**src/rtl/spatz_pkg.sv**
```systemverilog
// Shared Spatz types: VRF address/data words, fetch length and the VRF reader FSM states.
package spatz_pkg;

  localparam int unsigned NRVREG      = 32;
  localparam int unsigned VLEN        = 512;
  localparam int unsigned N_IPU       = 1;
  localparam int unsigned ELEN        = 64;
  localparam int unsigned VREG_WORDS  = NRVREG * VLEN / (N_IPU * ELEN);
  localparam int unsigned VREG_ADDR_W = $clog2(VREG_WORDS);
  localparam int unsigned VREG_DATA_W = N_IPU * ELEN;

  typedef logic [VREG_ADDR_W-1:0] vreg_addr_t;
  typedef logic [VREG_DATA_W-1:0] vreg_data_t;
  typedef logic [$clog2(NRVREG*VLEN/(N_IPU*ELEN)):0] vrf_len_t;

  typedef enum logic [1:0] {
    IDLE  = 2'd0,
    FETCH = 2'd1,
    DRAIN = 2'd2
  } vrf_reader_state_e;

  // Word carry flows into the register field (LMUL grouping); the top wraps modulo.
  function automatic vreg_addr_t vrf_word_addr(input vreg_addr_t base, input vrf_len_t idx);
    return base + vreg_addr_t'(idx);
  endfunction

endpackage

```
**src/rtl/fifo_v3.sv**
```systemverilog
// Registered FIFO (common_cells style) holding operand bundles; optional fall-through bypass.
module fifo_v3 #(
  parameter bit          FALL_THROUGH = 1'b0,
  parameter int unsigned DEPTH        = 2,
  parameter type         dtype        = logic
) (
  input  logic clk_i,
  input  logic rst_ni,
  input  logic flush_i,
  output logic full_o,
  output logic empty_o,
  input  dtype data_i,
  input  logic push_i,
  output dtype data_o,
  input  logic pop_i
);

  localparam int unsigned ADDR_W = (DEPTH > 1) ? $clog2(DEPTH) : 1;
  localparam int unsigned CNT_W  = $clog2(DEPTH + 1);
  localparam logic [ADDR_W-1:0] LAST_PTR = ADDR_W'(DEPTH - 1);
  localparam logic [CNT_W-1:0]  FULL_CNT = CNT_W'(DEPTH);

  dtype              mem_q [DEPTH];
  logic [ADDR_W-1:0] wr_ptr_q, rd_ptr_q;
  logic [CNT_W-1:0]  cnt_q;
  logic              push_s, pop_s, bypass_s;

  assign empty_o  = (cnt_q == '0);
  assign full_o   = (cnt_q == FULL_CNT);
  assign bypass_s = FALL_THROUGH & empty_o & push_i & pop_i;
  // A push into a full FIFO is legal when the head leaves in the same cycle.
  assign push_s   = push_i & (~full_o | pop_i) & ~bypass_s;
  assign pop_s    = pop_i & ~empty_o;

  always_comb begin
    data_o = mem_q[rd_ptr_q];
    if (FALL_THROUGH && empty_o) begin
      data_o = data_i;
    end
  end

  always_ff @(posedge clk_i or negedge rst_ni) begin
    if (!rst_ni) begin
      wr_ptr_q <= '0;
      rd_ptr_q <= '0;
      cnt_q    <= '0;
      for (int i = 0; i < int'(DEPTH); i++) begin
        mem_q[i] <= '0;
      end
    end else if (flush_i) begin
      wr_ptr_q <= '0;
      rd_ptr_q <= '0;
      cnt_q    <= '0;
    end else begin
      if (push_s) begin
        mem_q[wr_ptr_q] <= data_i;
        wr_ptr_q        <= (wr_ptr_q == LAST_PTR) ? '0 : wr_ptr_q + ADDR_W'(1);
      end
      if (pop_s) begin
        rd_ptr_q <= (rd_ptr_q == LAST_PTR) ? '0 : rd_ptr_q + ADDR_W'(1);
      end
      case ({push_s, pop_s})
        2'b10:   cnt_q <= cnt_q + CNT_W'(1);
        2'b01:   cnt_q <= cnt_q - CNT_W'(1);
        default: cnt_q <= cnt_q;
      endcase
    end
  end

endmodule

```
**src/rtl/spatz_vrf_reader.sv**
```systemverilog
// VRF operand fetch engine: per-word reads with conflict retry, bundles into a registered FIFO.
// Define SPATZ_VRF_READER_DRAIN_EN to hold off new commands until the previous one has drained.
module spatz_vrf_reader
  import spatz_pkg::*;
#(
  parameter int unsigned NR_OPERANDS = 3,
  parameter int unsigned FIFO_DEPTH  = 2
) (
  input  logic                              clk_i,
  input  logic                              rst_ni,
  input  logic                              cmd_valid_i,
  output logic                              cmd_ready_o,
  input  vreg_addr_t [NR_OPERANDS-1:0]      cmd_vs_i,
  input  logic       [NR_OPERANDS-1:0]      cmd_en_i,
  input  vrf_len_t                          cmd_len_i,
  output vreg_addr_t [NR_OPERANDS-1:0]      vrf_raddr_o,
  output logic       [NR_OPERANDS-1:0]      vrf_re_o,
  input  vreg_data_t [NR_OPERANDS-1:0]      vrf_rdata_i,
  input  logic       [NR_OPERANDS-1:0]      vrf_rvalid_i,
  output logic                              op_valid_o,
  input  logic                              op_ready_i,
  output vreg_data_t [NR_OPERANDS-1:0]      op_data_o,
  output logic                              op_last_o,
  output logic                              busy_o
);

  typedef struct packed {
    logic                         last;
    vreg_data_t [NR_OPERANDS-1:0] data;
  } bundle_t;

  vrf_reader_state_e            state_q, state_d;
  vreg_addr_t [NR_OPERANDS-1:0] vs_q, vs_d;
  logic       [NR_OPERANDS-1:0] en_q, en_d;
  logic       [NR_OPERANDS-1:0] got_q, got_d;
  vreg_data_t [NR_OPERANDS-1:0] staging_q, staging_d;
  vrf_len_t                     len_q, len_d;
  vrf_len_t                     idx_q, idx_d;

  logic       [NR_OPERANDS-1:0] cap_s;
  logic                         fifo_full_s, fifo_empty_s, fifo_pop_s;
  logic                         slot_free_s, word_done_s, last_word_s;
  logic                         cmd_hs_s, cmd_nonzero_s;
  bundle_t                      push_bundle_s, head_bundle_s;

  assign cmd_hs_s      = cmd_valid_i & cmd_ready_o;
  assign cmd_nonzero_s = (cmd_len_i != '0) & (|cmd_en_i);
  assign op_valid_o    = ~fifo_empty_s;
  assign fifo_pop_s    = op_valid_o & op_ready_i;
  assign slot_free_s   = ~fifo_full_s | fifo_pop_s;
  assign cap_s         = vrf_re_o & vrf_rvalid_i;
  assign last_word_s   = (idx_q == len_q - vrf_len_t'(1));
  assign word_done_s   = (state_q == FETCH) & slot_free_s & (((got_q | cap_s) & en_q) == en_q);
  assign op_data_o     = head_bundle_s.data;
  assign op_last_o     = head_bundle_s.last;

  always_ff @(posedge clk_i or negedge rst_ni) begin
    if (!rst_ni) begin
      state_q <= IDLE;
    end else begin
      state_q <= state_d;
    end
  end

  always_comb begin
    state_d = state_q;
    case (state_q)
      IDLE: begin
        if (cmd_valid_i && cmd_nonzero_s) state_d = FETCH;
        else                              state_d = IDLE;
      end
      FETCH: begin
        if (word_done_s && last_word_s) begin
`ifdef SPATZ_VRF_READER_DRAIN_EN
          state_d = DRAIN;
`else
          state_d = IDLE;
`endif
        end else begin
          state_d = FETCH;
        end
      end
      DRAIN: begin
        if (fifo_empty_s) state_d = IDLE;
        else              state_d = DRAIN;
      end
      default: state_d = IDLE;
    endcase
  end

  always_comb begin
    cmd_ready_o = (state_q == IDLE);
    busy_o      = (state_q != IDLE) | ~fifo_empty_s;
    for (int k = 0; k < int'(NR_OPERANDS); k++) begin
      vrf_raddr_o[k] = (state_q == FETCH) ? vrf_word_addr(vs_q[k], idx_q) : '0;
      vrf_re_o[k]    = (state_q == FETCH) & en_q[k] & ~got_q[k] & slot_free_s;
    end
  end

  // Same-cycle grants bypass staging so a conflict-free word completes in one cycle.
  always_comb begin
    push_bundle_s.last = last_word_s;
    for (int k = 0; k < int'(NR_OPERANDS); k++) begin
      if (!en_q[k])      push_bundle_s.data[k] = '0;
      else if (cap_s[k]) push_bundle_s.data[k] = vrf_rdata_i[k];
      else               push_bundle_s.data[k] = staging_q[k];
    end
  end

  always_comb begin
    vs_d      = vs_q;
    en_d      = en_q;
    len_d     = len_q;
    idx_d     = idx_q;
    got_d     = got_q;
    staging_d = staging_q;
    if (cmd_hs_s) begin
      vs_d  = cmd_vs_i;
      en_d  = cmd_en_i;
      len_d = cmd_len_i;
      idx_d = '0;
      got_d = '0;
    end else if (word_done_s) begin
      idx_d = idx_q + vrf_len_t'(1);
      got_d = '0;
    end else begin
      got_d = got_q | cap_s;
    end
    for (int k = 0; k < int'(NR_OPERANDS); k++) begin
      if (cap_s[k]) staging_d[k] = vrf_rdata_i[k];
    end
  end

  always_ff @(posedge clk_i or negedge rst_ni) begin
    if (!rst_ni) begin
      vs_q      <= '0;
      en_q      <= '0;
      len_q     <= '0;
      idx_q     <= '0;
      got_q     <= '0;
      staging_q <= '0;
    end else begin
      vs_q      <= vs_d;
      en_q      <= en_d;
      len_q     <= len_d;
      idx_q     <= idx_d;
      got_q     <= got_d;
      staging_q <= staging_d;
    end
  end

  fifo_v3 #(
    .FALL_THROUGH (1'b0),
    .DEPTH        (FIFO_DEPTH),
    .dtype        (bundle_t)
  ) i_bundle_fifo (
    .clk_i   (clk_i),
    .rst_ni  (rst_ni),
    .flush_i (1'b0),
    .full_o  (fifo_full_s),
    .empty_o (fifo_empty_s),
    .data_i  (push_bundle_s),
    .push_i  (word_done_s),
    .data_o  (head_bundle_s),
    .pop_i   (fifo_pop_s)
  );

endmodule

```
**config.mk**
```make
export PLATFORM = sky130hd
export DESIGN_NAME = spatz_vrf_reader
export DESIGN_NICKNAME = d
export VERILOG_FILES = /design/src/rtl/spatz_pkg.sv /design/src/rtl/fifo_v3.sv /design/src/rtl/spatz_vrf_reader.sv
export SDC_FILE = /design/constraint.sdc
export NUM_CORES = 1
export LEC_CHECK = 0
export CAP_MARGIN = 20
export CORE_ASPECT_RATIO = 1.25
export CORE_MARGIN = 1
export CORE_UTILIZATION = 50
export CTS_CLUSTER_SIZE = 40
export DETAILED_ROUTE_END_ITERATION = 7
export PLACE_DENSITY_LB_ADDON = 0.08
export SLEW_MARGIN = 20
export SYNTH_ARGS = -nofsm -noshare
export SYNTH_HDL_FRONTEND = slang
export SYNTH_SLANG_ARGS = --single-unit
```
**constraint.sdc**
```tcl
create_clock -name clk_i -period 3 [get_ports clk_i]
set_clock_uncertainty 0.05 [all_clocks]
set_input_delay 0.6 -clock clk_i [delete_from_list [all_inputs] [get_ports clk_i]]
set_output_delay 0.6 -clock clk_i [all_outputs]
set_load 0.01 [all_outputs]
```
== Word-level counts from Yosys, hierarchy flattened ==
Cells that the tools add are included.
Widths: inputs -> output; s select.
Storage, ports and cells
  register bits: 632
  input bits: 235
  output and inout port bits: 223
  logic and storage cells: 105
Operators by class
  add/sub/neg operators: 9
  magnitude comparators: 3
  eq/ne operators: 7
  multiplexer cells: 26
  bitwise logic cells: 28
  reduce and logical (&&, ||, !) cells: 10
Operator list (number)
  $mux 193: 4
  $bwmux 386: 1
  $mux 64: 6
  $demux 193 s1: 1
  $add 8x8->8: 3
  $mux 8: 3
  $mux 9: 2
  $and 1x1->1: 16
  $add 9x1->9 const B: 1
  $eq 9x9->1: 1
  $reduce_bool 9->1: 1
  $sub 9x1->9 const B: 1
  $and 3x3->3: 2
  $eq 2x2->1 const B: 3
  $mux 3: 2
  $pmux 2 s3: 1
  $reduce_bool 2->1: 3
  $not 1->1: 5
  $eq 2x1->1 const B: 2
  $ge 2x2->1 const B: 2
  $logic_not 2->1: 2
  $mux 1: 4
  $not 1->2: 2
  $pmux 2 s2: 1
  other kinds (10): 14

== Longest topological paths before layout ==
Gate-level depths: netlist of run 1.
  word-level depth: 13
  depth in mapped cells: 9
  mapped depth without buffers: 7

== Cells and area by module ==
From an unflattened synthesis of run 1, not the netlist that was laid out.
Unflattened totals
  cell total of the unflattened synthesis: 2084
  area, all modules: 29819.8 um^2
Modules (own cells, without submodules)
  fifo_v3: times used 1, cells each 1055, area an instance 17406.7 um^2, sequential area each 9759.4 um^2
  spatz_vrf_reader: times used 1, cells each 1029, area an instance 12413.2 um^2, sequential area each 6055.8 um^2

== Worst setup path after synthesis of run 1 ==
No wires, ideal clock.
  kind: register -> output
  start: reg idx_q[0]
  end: out vrf_raddr_o[6] in the netlist's numbering
  arrival: 1.946 ns
  required time: 2.350 ns
  path slack: 0.404 ns
  stages on the path, launching flop included: 8
  path buffers: 0
  path through: dfrtp_1 > ha_1 > fa_1 > a21o_1 > a21oi_1 > o21bai_1 > a21oi_1 > mux2i_1
RTL lines
  start, declared: RTL line spatz_vrf_reader.sv:38  | vrf_len_t idx_q, idx_d;
  start signal, assigned: RTL line spatz_vrf_reader.sv:146  | idx_q <= idx_d;
  end, declared: RTL line spatz_vrf_reader.sv:16  | output vreg_addr_t [NR_OPERANDS-1:0] vrf_raddr_o,

==> results.md, run 1 <==
* Status: complete, but fails checks
* Failing checks: setup timing
* Syn Nets at around 2300
* Global Route Usage Sum at about a quarter
* Fin Hold WS at 0.436 ns
* Routed wl met2 at around 36 mm
* Ys Warns at 0
* Wire per inst at approximately 21 um
* Routed Antenna Nets at 0
* Share of layout cells above drive strength 1 at about two fifths
* VDD IR max at around 700 uV
* H-tree lvl count at 3
* RSZ-0062 raised after global routing: true
* Post-synthesis register bit count at approximately 630
* Total of max-cap violations at 0
* # nets final at roughly 2900
* Reg area at about 16000 um2
* Crit Path Class: register to output pin
* Top layer in use: met5
* Tot Pwr at between 40 and 50 mW
* Vias per cell at roughly 5.3
* Post-synth ARST share at 100%
* Pin count of the biggest net entering global routing at between 90 and 100
* Synth Cell Area at approximately 28000 um2
* Drt pass-1 iters at 5
* Placed instance area at 34700 um2
* Cells after synthesis at a little over 2000
* Critical path fanouts, max at 4
* Setup violators final at 7
* Hold Crit Class: register to register
* Num CTS Buffers at 67
* Routed wl met3 at ~4.6 mm
* CTS tree: yes
* Initial core utilization at ~51%
* Synth Area per Inst at about 14 um2
* Tcrit/Tclk final at 106%
* Via count at roughly 18000
* Multi-input gate area at between 10000 and 15000 um2
* M1 WL at ~29 mm
* First-pass GRT wire length at approximately 110 mm
* Clock Path Buffers at 3
* Max Slew Vio Count at 0
* Synth cell types at 47
* Min setup slack post-route at -0.185 ns
* Area delta synth->final at 31.1%
* GRT overflow at 0
* Fin area at 37300 um2
* Hpwl dp at around 49 mm
* Slew headroom at 43.1%
* Io pins at 458
* Main synth FF type: dfrtp_1
* RR Startpoint: state_q[1]$_DFF_PN0_
* Post-synth EDFFs at 0
* Core Region at approximately 56000 um2
* Final hold viol count at 0
* Startpoint types: register
* Worst skew pair latency at between 0.5 and 0.6 ns
* Fillers at between 4000 and 5000
* DIE HEIGHT at 269 um
* Achievable Freq at roughly 0.31 GHz
* R2R setup slack at 0.35 ns
* I/O Buffers at roughly 460
* Worst Hold Depth at 2
* Drt total wl at just over 70 mm
* Die area at about 58000 um2
* Initial antenna violation count at 8
* Die Width at approximately 220 um
* DRC viols at 0
* Hold_sp: vs_q[3]$_DFFE_PN0P_
* Hold EP: vs_q[3]$_DFFE_PN0P_
* Static leakage at around 18 nW
* Row Count at 97
* Number of global-route vias before repair at roughly 20000
* RR Endpoint: i_bundle_fifo.mem_q[194]$_DFFE_PN0P_
* Worst path required time at between 2 and 2.5 ns
* Initial DRC count at 760
* Min cycle time layout at approximately 3.2 ns
* CTS Root Cell: clkbuf_16
* Worst slack at placement at -0.122 ns
* Sequential area share after synthesis at about 56%
* R2R depth at 7
* Sink Count at roughly 630
* Power Density at 1210 nW/um2
* Routability congestion estimate at ~0.84
* Setup crit end kind: output pin
* Worst-path clk slew at 0.06 ns
* Arr. time, crit path at 2.53 ns
* Slew of the pin with the lowest slew margin at approximately 0.85 ns
-- kinds of logic after synthesis --
group	after synthesis	share of synthesized area [%]
compound gates	64	1.41
fa+ha+maj	27	1.27
xor+xnor	29	0.892
flops	632	55.5
buf+inv	141	2.44
mux	775	30.6
simple gates	410	7.83
-- flip-flops by register name, summed over array words and instances, names as in the netlist --
name	cells
i_bundle_fifo.mem_q	386
i_bundle_fifo.wr_ptr_q	1
got_q	3
state_q	2
i_bundle_fifo.rd_ptr_q	1
i_bundle_fifo.cnt_q	2
en_q	3
staging_q	192
vs_q	24
idx_q	9
len_q	9
-- final cells by class --
type	instances	share of cell area (%)
flip-flops and latches	632	42.4
multi-input cells	1305	32.5
repair buffers	582	16.6
clock buffers	101	5.30
well taps	742	2.49
clock inverters	15	0.580
inverters	19	0.191
diodes	3	0.0201
-- layer usage --
metal | vias to the layer above | track usage [%]
met3 | 108 | 6.55
li1 | 8272 | -
met1 | 9192 | 30.0
met2 | 409 | 42.8
met5 | - | 0
met4 | 10 | 8.78
-- power by group --
part | internal [mW] | switching, mW | total [mW]
Clock | 4.98 | 3.29 | 8.27
Combinational | 12.6 | 9.91 | 22.5
Sequential | 12.7 | 1.82 | 14.6
Total | 30.3 | 15.0 | 45.3
-- placed cells by master (no fill, tap or decap), types with 12 or more instances in the layout --
| cell type | n |
|---|---|
| dfrtp_1 | 626 |
| mux2_2 | 749 |
| buf_12 | 45 |
| inv_1 | 19 |
| buf_4 | 62 |
| and2_1 | 200 |
| clkbuf_1 | 19 |
| clkdlybuf4s50_1 | 345 |
| xnor2_1 | 16 |
| ha_1 | 18 |
| dlymetal6s2s_1 | 12 |
| nor2_1 | 22 |
| clkbuf_8 | 13 |
| nand2_1 | 121 |
| dlygate4sd2_1 | 85 |
| mux2_1 | 20 |
| clkbuf_16 | 69 |
| buf_2 | 13 |
-- worst max path at each step --
| stage | startpoint | slack (ns) | end | depth (start not counted) |
|---|---|---|---|---|
| global placement | op_ready_i | -0.09 | i_bundle_fifo.mem_q[210]$_DFFE_PN0P_ | 8 |
| floorplan | idx_q[0]$_DFFE_PN0P_ | 0.40 | vrf_raddr_o[6] | 7 |
| global route | idx_q[0]$_DFFE_PN0P_ | -0.26 | vrf_raddr_o[14] | 8 |
| detailed placement | op_ready_i | -0.12 | i_bundle_fifo.mem_q[210]$_DFFE_PN0P_ | 8 |
| finish | idx_q[0]$_DFFE_PN0P_ | -0.18 | vrf_raddr_o[14] | 8 |
| CTS | idx_q[0]$_DFFE_PN0P_ | -0.20 | vrf_raddr_o[14] | 8 |
-- critical path, stage by stage (launching register included) --
cell and delay, ns:
dfrtp_1 0.42, ha_2 0.21, fa_2 0.34, a21o_1 0.17
a21oi_2 0.15, o21bai_1 0.09, a21oi_1 0.19, mux2i_1 0.23
buf_2 0.16
-- repair_timing --
item | 4_1_cts | 5_1_grt
hold buffers | 1 | 0
hold endpoints to repair | 41 | 0
buffers inserted | 13 | 2
pin swaps | 14 | 13
cloned | 6 | 0
resized for setup | 174 | 29
endpoints found under the setup margin | 157 | 29
-- through the flow --
stage,cells,setup TNS (ns),utilization (%)
CTS,3394,-0.541,66.2
floorplan,2078,0,-
finish,3399,-0.494,66.4
global placement,3258,-10.16,61.8
global route,3398,-1.84,66.4
detailed placement,3258,-18.30,61.8
-- cells in the mapped netlist, types with 19 or more instances --
master / n / area [um2]
a21oi_1: 22 / 110
and2_1: 200 / 1250
buf_2: 28 / 140
buf_4: 35 / 263
clkbuf_1: 57 / 214
dfrtp_1: 632 / 15800
ha_1: 24 / 300
inv_1: 19 / 71.3
mux2_1: 20 / 225
mux2_2: 749 / 8430
nand2_1: 121 / 454
nor2_1: 23 / 86.3
xnor2_1: 19 / 166
Note: power is estimated with default switching activity, not from simulation.
==> run 2, diff against run 1 <==
--- a/config.mk
+++ b/config.mk
@@ -5,10 +5,10 @@
 export SDC_FILE = /design/constraint.sdc
 export NUM_CORES = 1
 export LEC_CHECK = 0
-export CAP_MARGIN = 20
+export CELL_PAD_IN_SITES_DETAIL_PLACEMENT = 1
+export CELL_PAD_IN_SITES_GLOBAL_PLACEMENT = 1
 export CORE_ASPECT_RATIO = 1.25
-export CORE_MARGIN = 1
-export CORE_UTILIZATION = 50
+export CORE_UTILIZATION = 44
 export CTS_CLUSTER_SIZE = 40
 export DETAILED_ROUTE_END_ITERATION = 7
 export PLACE_DENSITY_LB_ADDON = 0.08
==> results.md, run 2 (synthesis gave the netlist of run 1 again) <==
* Status: complete, but fails checks
* Failing checks: setup timing
* Drt total wl at 81.2 mm (+14%)
* Vias per cell at 5.22 (-1.4%)
* Min setup slack post-route at -0.220 ns (-0.0353 ns)
* Setup violators final at 13 (+6)
* Static leakage at 18.0 nW (+0.83%)
* Number of global-route vias before repair at 21300 (+7.1%)
* Initial antenna violation count at 9 (+1)
* RSZ-0062 raised after global routing: true
* Tcrit/Tclk final at 107% (+1.2 points)
* Area delta synth->final at 32.0%
* Global Route Usage Sum at 25.3% (+0.54 points)
* Largest registers: i_bundle_fifo.mem_q: 386 flops, staging_q: 192 flops, vs_q: 24 flops
* H-tree lvl count at 3 (unchanged)
* Achievable Freq at 0.311 GHz (-1.1%)
* Routed Antenna Nets at 0 (unchanged)
* Power Density at 1230 nW/um2 (+0.93%)
* Row Count at 103 (+6.2%)
* Worst path required time at 2.35 ns (about the same)
* R2R depth at 7 (unchanged)
* Dpl cells at 3366 (+3.3%)
* Initial core utilization at 44.8% (-5.9 points)
* Critical path fanouts, max at 4 (unchanged)
* Hpwl dp at 55.6 mm (+14%)
* DRC viols at 0 (unchanged)
* RR Endpoint: i_bundle_fifo.mem_q[309]$_DFFE_PN0P_
* Arr. time, crit path at 2.57 ns (+0.04 ns)
* Fin Hold WS at 0.430 ns (-0.00610 ns)
* Routability congestion estimate at 0.799 (-4.7%)
* I/O Buffers at 457 (unchanged)
* Pin count of the biggest net entering global routing at 78 (-20%)
* Tot Pwr at 46.1 mW (+1.6%)
* R2R setup slack at 0.31 ns (-0.04 ns)
* Io pins at 458 (unchanged)
* Drt pass-1 iters at 4 (-1)
* Worst Hold Depth at 2 (unchanged)
* Slew of the pin with the lowest slew margin at 0.882 ns (+0.0289 ns)
* Min cycle time layout at 3.22 ns (+0.0353 ns)
* Flip-flop count of the largest register after layout at 386 (unchanged)
* Num CTS Buffers at 69 (+3.0%)
* Most frequent cells in the layout: mux2_2, dfrtp_1, clkdlybuf4s50_1
* Final hold viol count at 0 (unchanged)
* Wire per inst at 23.1 um (+11%)
* CP max stage delay at 0.44 ns (+0.02 ns)
* Core Region at 63500 um2 (+13%)
* RR Startpoint: state_q[1]$_DFF_PN0_
* First-pass GRT wire length at 128 mm (+15%)
* Slew headroom at 41.2% (-1.9 points)
* Fin util at 59.2% (-7.3 points)
* Total of max-cap violations at 0 (unchanged)
* VDD IR max at 628 uV (-11%)
* DIE HEIGHT at 286 um (+6.6%)
* Initial DRC count at 700 (-7.9%)
* Hold_sp: i_bundle_fifo.mem_q[192]$_DFFE_PN0P_
* Slowest cell on crit path: dfrtp_2
* GRT overflow at 0 (unchanged)
* Clock Path Buffers at 3 (unchanged)
* Startpoint types: register
* Post-route non-filler standard cell count at 3511 (+3.3%)
* Crit Path Class: register to output pin
* Share of layout cells above drive strength 1 at 39.1% (+0.41 points)
* Die Width at 230 um (+6.5%)
* Most common cell after layout, fill and taps aside: mux2_2
* Max Slew Vio Count at 0 (unchanged)
* Die area at 65700 um2 (+14%)
* Setup crit end kind: output pin
* CTS Root Cell: clkbuf_16
* Setup TNS at -1.58 ns (-1.08 ns)
* Via count at 18300 (+1.9%)
* Worst-path clk slew at 0.06 ns (about the same)
* Worst skew pair latency at 0.60 ns (+0.03 ns)
* # nets final at 2881 (+0.42%)
* Top reg by flops: i_bundle_fifo.mem_q
* Hold Crit Class: register to register
* CTS tree: yes
* Sink Count at 632 (unchanged)
* Hold EP: i_bundle_fifo.mem_q[192]$_DFFE_PN0P_
* Cell breakdown of the critical path: ha_2, fa_2, a21o_1, a21oi_2, o21bai_1, a21oi_1, mux2i_1, buf_2
[run 2: power breakdown]
part	switching (mW)	internal (mW)
combinational	10.5	12.6
sequential	1.93	12.7
clock	3.45	4.86
[run 2: how the worst max path moves through the flow]
stage / cells past startpoint / startpoint / endpoint / slack [ns]
2_1_floorplan: 7 / idx_q[0]$_DFFE_PN0P_ / vrf_raddr_o[6] / 0.40
3_3_place_gp: 8 / idx_q[0]$_DFFE_PN0P_ / vrf_raddr_o[22] / -0.15
3_5_place_dp: 8 / idx_q[1]$_DFFE_PN0P_ / vrf_raddr_o[23] / -0.17
4_1_cts: 8 / idx_q[0]$_DFFE_PN0P_ / vrf_raddr_o[6] / -0.23
5_1_grt: 8 / idx_q[0]$_DFFE_PN0P_ / vrf_raddr_o[22] / -0.33
6_report: 8 / idx_q[0]$_DFFE_PN0P_ / vrf_raddr_o[14] / -0.22
[run 2: final cells by class]
type / instances / area (um2)
flip-flops and latches: 632 / 15800
inverters: 19 / 71.3
multi-input cells: 1305 / 12200
clock inverters: 14 / 150
fillers: 6155 / 25900
clock buffers: 108 / 2050
well taps: 840 / 1050
repair buffers: 592 / 6290
diodes: 1 / 2.50
[run 2: metrics by stage]
| step | area, um2 | setup WS (ns) |
|---|---|---|
| finish | 37600 | -0.220 |
| CTS | 37500 | -0.229 |
| global route | 37600 | -0.328 |
| detailed placement | 35000 | -0.170 |
| global placement | 35000 | -0.147 |
| floorplan | 28500 | 0.404 |
[run 2: per-layer routing]
layer | GRT usage [%] | up-vias | share of wire, %
met4 | 8.67 | 16 | 3.0
met2 | 44.6 | 374 | 52
li1 | - | 8292 | -
met3 | 5.94 | 130 | 5.5
met1 | 30.3 | 9516 | 39
met5 | 0 | - | 0.13
[run 2: timing repair]
action	4_1_cts	5_1_grt
setup endpoints to repair	168	26
hold buffers	1	0
pin swaps	27	6
buffers inserted	18	2
endpoints found under the hold margin	1	0
gates cloned	5	0
resized for setup	216	24
[run 2: worst max-delay path, delay by kind of cell, from the launching register on]
| kind | cells | cell delay, ns |
|---|---|---|
| adder cells (fa/ha/maj) | 2 | 0.56 |
| flip-flops | 1 | 0.44 |
| buffers and inverters | 1 | 0.16 |
| multiplexers | 1 | 0.23 |
| AO/OA/AOI/OAI | 4 | 0.57 |
==> run 3, diff against run 2 <==
--- a/config.mk
+++ b/config.mk
@@ -8,7 +8,7 @@
 export CELL_PAD_IN_SITES_DETAIL_PLACEMENT = 1
 export CELL_PAD_IN_SITES_GLOBAL_PLACEMENT = 1
 export CORE_ASPECT_RATIO = 1.25
-export CORE_UTILIZATION = 44
+export CORE_UTILIZATION = 40
 export CTS_CLUSTER_SIZE = 40
 export DETAILED_ROUTE_END_ITERATION = 7
 export PLACE_DENSITY_LB_ADDON = 0.08
==> constraint.sdc (replaced) <==
create_clock -name clk_i -period 2.8 [get_ports clk_i]
set_clock_uncertainty 0.05 [all_clocks]
set_input_delay 0.56 -clock clk_i [delete_from_list [all_inputs] [get_ports clk_i]]
set_output_delay 0.56 -clock clk_i [all_outputs]
set_load 0.1 [all_outputs]
==> results.md, run 3 (synthesis gave the netlist of run 1 again) <==
* Die Width at 241 um (+4.8%)
* Min setup slack post-route at -0.604 ns (-0.384 ns)
* Worst-path clk slew at 0.06 ns (about the same)
* Fin util at 57.1% (-2.0 points)
* Vias per cell at 5.07 (-2.8%)
* Area delta synth->final at 41.5%
* DRC viols at 0 (unchanged)
* Clock Path Buffers at 3 (unchanged)
* Pin count of the biggest net entering global routing at 69 (-12%)
* Arr. time, crit path at 2.79 ns (+0.22 ns)
* H-tree lvl count at 3 (unchanged)
* # nets final at 2883 (+0.069%)
* Crit Path Class: register to output pin
* Num CTS Buffers at 70 (+1.4%)
* I/O Buffers at 457 (unchanged)
* Top Family by Delay on Critical Path: compound AO/OA/AOI/OAI gates
* Initial antenna violation count at 18 (+9)
* Hpwl dp at 57.7 mm (+3.8%)
* Slew headroom at 48.4% (+7.2 points)
* Fillers at 6745 (+9.6%)
* Setup TNS at -6.00 ns (-4.42 ns)
* Final hold viol count at 0 (unchanged)
* Drt pass-1 iters at 4 (unchanged)
* Tcrit/Tclk final at 122%
* Setup violators final at 17 (+4)
* Share of layout cells above drive strength 1 at 47.7% (+8.6 points)
* Status: complete, but fails checks
* Startpoint types: register
* Drt total wl at 83.6 mm (+2.9%)
* Cell breakdown of the critical path: ha_4, fa_2, a21o_1, a21oi_2, o21bai_1, a21oi_2, mux2i_4, buf_12
* Critical path fanouts, max at 4 (unchanged)
* Hold EP: i_bundle_fifo.mem_q[265]$_DFFE_PN0P_
* Slew of the pin with the lowest slew margin at 0.774 ns (-0.108 ns)
* Sink Count at 632 (unchanged)
* Min cycle time layout at ~3.4 ns
* Core Region at 70500 um2 (+11%)
* R2R setup slack at 0.28 ns (-0.03 ns)
* Worst path required time at 2.19 ns (-0.16 ns)
* Die area at 72300 um2 (+9.9%)
* Worst slack at placement at -0.256 ns (-0.0861 ns)
* Initial core utilization at 40.4% (-4.4 points)
* Global Route Usage Sum at 23.5% (-1.9 points)
* Hold_sp: i_bundle_fifo.mem_q[265]$_DFFE_PN0P_
* Io pins at 458 (unchanged)
* First-pass GRT wire length at 129 mm (+0.59%)
* Worst skew pair latency at 0.60 ns (about the same)
* R2R depth at 7 (unchanged)
* RR Endpoint: i_bundle_fifo.mem_q[238]$_DFFE_PN0P_
* Routability congestion estimate at 0.776 (-2.9%)
* Flip-flop count of the largest register after layout at 386 (unchanged)
* Achievable Freq at between 0.2 and 0.3 GHz
* Max Slew Vio Count at 0 (unchanged)
* CTS tree: yes
* Most frequent cells in the layout: mux2_2, dfrtp_1, buf_12
* Reg area at 15800 um2 (about the same)
* DIE HEIGHT at 300 um (+4.8%)
* Number of global-route vias before repair at 21400 (+0.13%)
* Dpl cells at 3473 (+3.2%)
* Total of max-cap violations at 0 (unchanged)
* RR Startpoint: i_bundle_fifo.cnt_q[0]$_DFFE_PN0P_
* Crit-path most repeated cell: a21oi_2
* GRT overflow at 0 (unchanged)
* Setup crit end kind: output pin
* Slowest cell on crit path: dfrtp_2
* Failing checks: setup timing
* Multi-input gate area at 12300 um2 (+1.2%)
* Worst Hold Depth at 1 (-1)
* Buf+Inv Stages, Crit Path at 1 (unchanged)
* RSZ-0062 raised after global routing: true
* Routed Antenna Nets at 0 (unchanged)
* CTS Root Cell: clkbuf_16
* Initial DRC count at 737 (+5.3%)
* Post-route non-filler standard cell count at 3622 (+3.2%)
* Wire per inst at 23.1 um (-0.29%)
* Most common cell after layout, fill and taps aside: mux2_2
* Hold Crit Class: register to register
* Top reg by flops: i_bundle_fifo.mem_q
* Via count at 18400 (+0.27%)
* Row Count at 109 (+5.8%)
* CP max stage delay at 0.49 ns (+0.05 ns)
* Largest registers: i_bundle_fifo.mem_q: 386 flops, staging_q: 192 flops, vs_q: 24 flops
[run 3: cell count changes in the layout (fill, tap and decap cells not counted), moves of 13 or more]
| cell | previous run | this run |
|---|---|---|
| clkdlybuf4s50_1 | 324 | 233 |
| buf_12 | 53 | 270 |
| dlygate4sd2_1 | 105 | 0 |
| buf_2 | 15 | 0 |
| buf_4 | 66 | 79 |
[run 3: how the worst max path moves through the flow]
| stage | slack, ns | cells past startpoint | end | start |
|---|---|---|---|---|
| after floorplan | -0.38 | 6 | vrf_raddr_o[7] | idx_q[1]$_DFFE_PN0P_ |
| after global placement | -0.19 | 8 | i_bundle_fifo.mem_q[328]$_DFFE_PN0P_ | op_ready_i |
| after detailed placement | -0.26 | 8 | i_bundle_fifo.mem_q[226]$_DFFE_PN0P_ | op_ready_i |
| after CTS | -0.65 | 8 | vrf_raddr_o[6] | idx_q[0]$_DFFE_PN0P_ |
| after global routing | -0.71 | 8 | vrf_raddr_o[14] | idx_q[0]$_DFFE_PN0P_ |
| final | -0.60 | 8 | vrf_raddr_o[14] | idx_q[0]$_DFFE_PN0P_ |
[run 3: metrics by stage]
stage | hold slack (ns) | cell area, um2
2_1_floorplan | 0.214 | 28700
3_3_place_gp | 0.410 | 37600
3_5_place_dp | 0.424 | 37600
4_1_cts | 0.418 | 40100
5_1_grt | 0.447 | 40300
6_report | 0.435 | 40300
[run 3: repair_timing]
| item | 4_1_cts | 5_1_grt |
|---|---|---|
| gates resized for setup | 20 | 13 |
| buffers inserted | 6 | 10 |
| hold buffers | 1 | 0 |
| pin swaps | 14 | 24 |
| setup endpoints to repair | 48 | 150 |
| endpoints found under the hold margin | 47 | 0 |
| cloned | 1 | 2 |
[run 3: layout make-up]
type	count	area share [%]
multi-input cells	1305	30.5
repair buffers	593	21.2
flip-flops and latches	632	39.3
inverters	19	0.177
well taps	943	2.93
diodes	6	0.0373
clock buffers	109	5.21
clock inverters	15	0.615
[run 3: worst reg2reg max path: stages (launching register included)]
cell and delay, ns:
dfrtp_1 0.42, or3b_1 0.51, nand4_1 0.22, buf_12 0.22, buf_4 0.19, mux2_2 0.35, and2_1 0.18, mux2_2 0.26
[run 3: layer usage]
metal	up-vias	wire [um]	global-route usage, %
li1	8282	-	-
met1	9539	31500	27.1
met2	386	44000	41.0
met3	146	5420	6.82
met4	24	2570	8.69
met5	-	164	0
Power of run 3 is not shown: default switching activity piles up to over one toggle a cycle in this logic, so the estimate is an artifact.
==> RTL change 1, RTL diff (flow settings as in run 2) <==
Build with the macro `SPATZ_VRF_READER_DRAIN_EN` defined.
--- a/src/rtl/spatz_vrf_reader.sv
+++ b/src/rtl/spatz_vrf_reader.sv
@@ -2,2 +2,4 @@
 // Define SPATZ_VRF_READER_DRAIN_EN to hold off new commands until the previous one has drained.
+`define SPATZ_VRF_READER_DRAIN_EN
+
 module spatz_vrf_reader
Behaviour: not the same (a bounded check fails within 4 cycles, from zero or initial values and one cycle with rst_ni low).
==> RTL change 1 against run 2 <==
  * The run still ends with negative setup slack left
  * Final area down 5.5%
  * Area after synthesis down 5.0%
  * Sequential cell count stayed put
  * Sequential share of layout area is 2.5 points higher
  * Setup slack got worse by 0.025 ns
  * Routed wire length decreased by 1.3%
  * Largest cell class unchanged
Power is not compared: it rests on default switching activity, and its combinational part moved more than twofold at a synthesized area within 25%.
==> RTL change 1: results (changes against run 2) <==
Status
  – Failing checks: negative setup slack
  – Status: finished, violations left

Global routing
  – Vias in the first global route: 22710 (+6.4%)
  – Antenna violations before repair: 13 (+4)
  – Met1 Track Usage GR: 30.67% (+0.37 points)
  – Global-route wire length before repair: 127300 um (-0.72%)
  – Largest net degree at the start of global routing: 110 (+41%)

Drt
  – WL final: 80170 um (-1.3%)
  – M1 WL: 31260 um (-2.5%)
  – Met3 wire length: 4314 um (-3.7%)

Worst hold path
  – Hold_sp: i_bundle_fifo.mem_q[123]
  – Hold EP: i_bundle_fifo.mem_q[123]

Placement
  – Pre-CTS setup slack: -0.2156 ns (-0.04541 ns)
  – Gpl congestion: 0.7960 (-0.38%)
  – Hpwl dp: 52930 um (-4.9%)

Finish
  – Count of non-CTS buffers in the layout: 555 (-6.3%)
  – Fin area: 0.03551 sq mm (-5.5%)
  – Layout cells sized above 1: 23.21% (-16 points)
  – N_diodes: 7 (+6)
  – Fraction of area in multi-input gates: 30.08% (-2.3 points)
  – Nets: 3147 (+9.2%)
  – Multi-input gates: 1619 (+24%)

Logic synthesis
  – Syn nets: 2687 (+15%)

Setup path
  – R2r endpoint: i_bundle_fifo.mem_q[192]
  – Max incr delay on CP: 0.46 ns (+0.02 ns)
  – Worst R2R Setup Slack: 0.57 ns (+0.26 ns)
  – RR Startpoint: len_q[0]

Floorplanning
  – Die area: 0.06246 sq mm (-5.0%)

Timing
  – Slew headroom: 37.24% (-3.9 points)
  – Setup ws final: -0.2449 ns (-0.02487 ns)
  – Setup-failing EPs final: 11 (-2)
[RTL change 1: worst max-delay path, delay by kind of cell (launching register included)]
kind / cells / cell delay, ns
AO/OA/AOI/OAI: 4 / 0.66
XOR/XNOR: 1 / 0.16
buffers and inverters: 1 / 0.14
flip-flops: 1 / 0.46
adder cells (fa/ha/maj): 2 / 0.53
AND/OR/NAND/NOR: 1 / 0.06
[RTL change 1: repair_timing]
action	4_1_cts	5_1_grt
pin swaps	30	33
cloned	5	1
endpoints found under the hold margin	39	0
hold buffers	1	0
endpoints found under the setup margin	171	32
buffers inserted	16	4
resized for setup	191	29
[RTL change 1: logic make-up after synthesis]
group                      Yosys count  share of synthesized area (%)
adders and majority gates           27                          1.333
AOI/OAI and AO/OA                  433                          8.379
and+or+nand+nor                    698                          10.26
muxes                              420                          17.48
xor gates and xnor gates            41                          1.328
buffers and inverters              174                          2.730
DFF                                632                          58.48
==> RTL change 2, RTL diff (config.mk and constraints of run 2) <==
Made on the original files. Make the reset (`rst_ni`) synchronous in 3 clocked blocks.
--- a/src/rtl/fifo_v3.sv
+++ b/src/rtl/fifo_v3.sv
@@ -41,3 +41,3 @@
 
-  always_ff @(posedge clk_i or negedge rst_ni) begin
+  always_ff @(posedge clk_i) begin
     if (!rst_ni) begin
--- a/src/rtl/spatz_vrf_reader.sv
+++ b/src/rtl/spatz_vrf_reader.sv
@@ -56,3 +56,3 @@
 
-  always_ff @(posedge clk_i or negedge rst_ni) begin
+  always_ff @(posedge clk_i) begin
     if (!rst_ni) begin
@@ -133,3 +133,3 @@
 
-  always_ff @(posedge clk_i or negedge rst_ni) begin
+  always_ff @(posedge clk_i) begin
     if (!rst_ni) begin
Behaviour: differs if rst_ni is asserted again (counterexample within 4 cycles, from zero or initial values and one cycle with rst_ni low); with rst_ni held inactive, the same outputs for 4 cycles.
==> RTL change 2 against run 2 <==
  * Critical path depth is 1 higher
  * Routed wire length is 5.2% lower
  * Final area is 4.3% lower
  * Count of clock-buffer cells in the layout is 31 lower
  * Register-to-register slack better by 0.09 ns
  * Setup slack better by 0.022 ns
  * Via count is 0.93% lower
  * Highest routed layer unchanged
  * Critical endpoint is now vrf_raddr_o[6]
  * Sequential cell count is 1 higher
  * The flow still finishes with violations (negative setup slack)
  * Area after synthesis is 6.4% lower
Power is not compared: it rests on default switching activity, and its combinational part moved more than twofold at a synthesized area within 25%.
==> RTL change 2: results (changes against run 2) <==
Global routing
  – GRT Util Overall: 24.83% (-0.52 points)
  – Global-route wire length before repair: 116900 um (-8.8%)
  – Largest net degree at the start of global routing: 110 (+41%)
  – Antenna violations before repair: 22 (+13)
  – Vias in the first global route: 20040 (-6.1%)

Timing
  – Worst-margin pin slew: 0.7313 ns (-0.1511 ns)
  – Setup TNS: -0.8612 ns (+0.7161 ns)
  – Setup-failing EPs final: 10 (-3)
  – Setup ws final: -0.1984 ns (+0.02163 ns)
  – Worst hold slack: 0.3501 ns (-0.07955 ns)

Finish
  – Largest registers: i_bundle_fifo.mem_q: 386 flops, staging_q: 192 flops, vs_q: 24 flops
  – Filler cells: 6005 (-2.4%)
  – Nets: 2967 (+3.0%)
  – Layout cells sized above 1: 23.67% (-15 points)

Status
  – Failing checks: negative setup slack
  – Status: finished, violations left

Clocking
  – TritonCTS buffer count: 60 (-13%)
  – Reg clk slew, reported paths: 0.06 ns (about the same)
  – H-tree Lvls: 2 (-1)
  – Clock Latency Late Sink: 0.62 ns (+0.02 ns)

Setup path
  – Max incr delay on CP: 0.38 ns (-0.06 ns)
  – R2r endpoint: i_bundle_fifo.mem_q[0][53]
  – WP data arrival: 2.55 ns (-0.02 ns)
  – Max FO, Critical Path: 4 (unchanged)
  – Crit-path slowest cell: dfxtp_4
  – RR Startpoint: state_q[1]
  – Worst R2R Setup Slack: 0.40 ns (+0.09 ns)
  – Worst-case reg-to-reg path depth: 8 (+1)
  – CP startpoint: idx_q[0]

Logic synthesis
  – Syn nets: 2361 (+0.90%)
  – Largest cells by area after synthesis: edfxtp_1, dfxtp_1, mux2_2
  – Async SR Flop Fraction: 0% (-100 points)
  – Most frequent cells after synthesis: edfxtp_1, nor2_1, dfxtp_1
  – Main synth FF type: edfxtp_1
  – Yosys cell types: 53 (+13%)
  – Sequential area share after synthesis: 62.01% (+6.5 points)
  – Post-synth EDFFs: 386 (+386)

Power
  – Leakage Power: ~14 nW
  – Maximum VDD drop: between 0.4 and 0.5 mV

Run
  – Maxcap violations: 0 (unchanged)

Placement
  – Pre-CTS setup slack: -0.2442 ns (-0.07398 ns)
  – Area of placed instances: 0.03349 sq mm (-4.4%)
  – Hpwl dp: 51670 um (-7.1%)
  – Gpl congestion: 0.7889 (-1.3%)

Drt
  – Initial DRC Count: 743 (+6.1%)
  – WL final: 77010 um (-5.2%)
  – Vias: 18160 (-0.93%)
  – DRT Pass-1 Iters: 4 (unchanged)

Worst hold path
  – Hold_sp: rst_ni
  – Hold EP: staging_q[51]
  – Hold Path Class: input port to flip-flop
RTL change 2: cells by family (layout without fill, tap and decap cells):
family | count (synthesis) | after routing | share of synthesized area (%)
AO/OA/AOI/OAI | 82 | 82 | 2.126
XOR/XNOR | 35 | 35 | 1.150
adder cells (fa/ha/maj) | 27 | 27 | 1.351
buffers and inverters | 137 | 792 | 2.754
flip-flops | 633 | 633 | 62.01
multiplexers | 391 | 391 | 15.58
other | 0 | 11 | 0
AND/OR/NAND/NOR | 794 | 794 | 15.03
RTL change 2: critical path, delay by kind of cell, from the launching register on:
kind,cells,cell delay [ns]
adders and majority gates,2,0.52
AOI/OAI and AO/OA,3,0.50
DFF,1,0.38
buffers and inverters,2,0.27
muxes,1,0.19
and+or+nand+nor,1,0.08
RTL change 2: how the worst max path moves through the flow:
stage	cells past startpoint	endpoint	slack, ns
after floorplan	7	i_bundle_fifo.mem_q[0][0]	-2.16
after global placement	9	i_bundle_fifo.mem_q[1][51]	-0.17
after detailed placement	9	i_bundle_fifo.mem_q[1][47]	-0.24
after CTS	7	vrf_raddr_o[22]	-0.23
after global routing	9	vrf_raddr_o[6]	-0.26
final	9	vrf_raddr_o[6]	-0.20
RTL change 2: per-stage QoR:
stage                     util, %  instances
after global placement      56.11       3390
after CTS                   59.79       3508
after floorplan                 -       2099
after global routing        60.29       3527
final                       60.30       3530
after detailed placement    56.11       3390
RTL change 2: layer usage:
| layer | vias up | global-route usage, % | wire length [um] |
|---|---|---|---|
| li1 | 8500 | - | - |
| met1 | 9088 | 29.58 | 30820 |
| met2 | 411 | 43.26 | 39050 |
| met3 | 137 | 6.292 | 4646 |
| met4 | 22 | 8.583 | 2358 |
| met5 | - | 0 | 142 |
RTL change 2: power by group:
group | leakage, nW | internal, W | switching (W)
clock network | 0.990 | 0.00441 | 0.00331
registers | 6.06 | 0.00967 | 0.000162
logic | 7.39 | 0.00255 | 0.00216
RTL change 2: final cells by class:
cell class / instances / area (sq um) / area share (%)
diodes: 11 / 27.53 / 0.07648
flip-flops and latches: 633 / 16560 / 46.02
inverters: 14 / 60.06 / 0.1669
well taps: 765 / 957.2 / 2.660
clock inverters: 34 / 352.8 / 0.9804
multi-input cells: 1329 / 9642 / 26.79
clock buffers: 77 / 1655 / 4.600
repair buffers: 667 / 6733 / 18.71
RTL change 2: what timing repair did:
item | CTS | global route
gates cloned | 1 | 2
endpoints found under the setup margin | 113 | 35
resized for setup | 109 | 40
hold buffers | 0 | 0
pin swaps | 10 | 16
setup buffers | 6 | 8
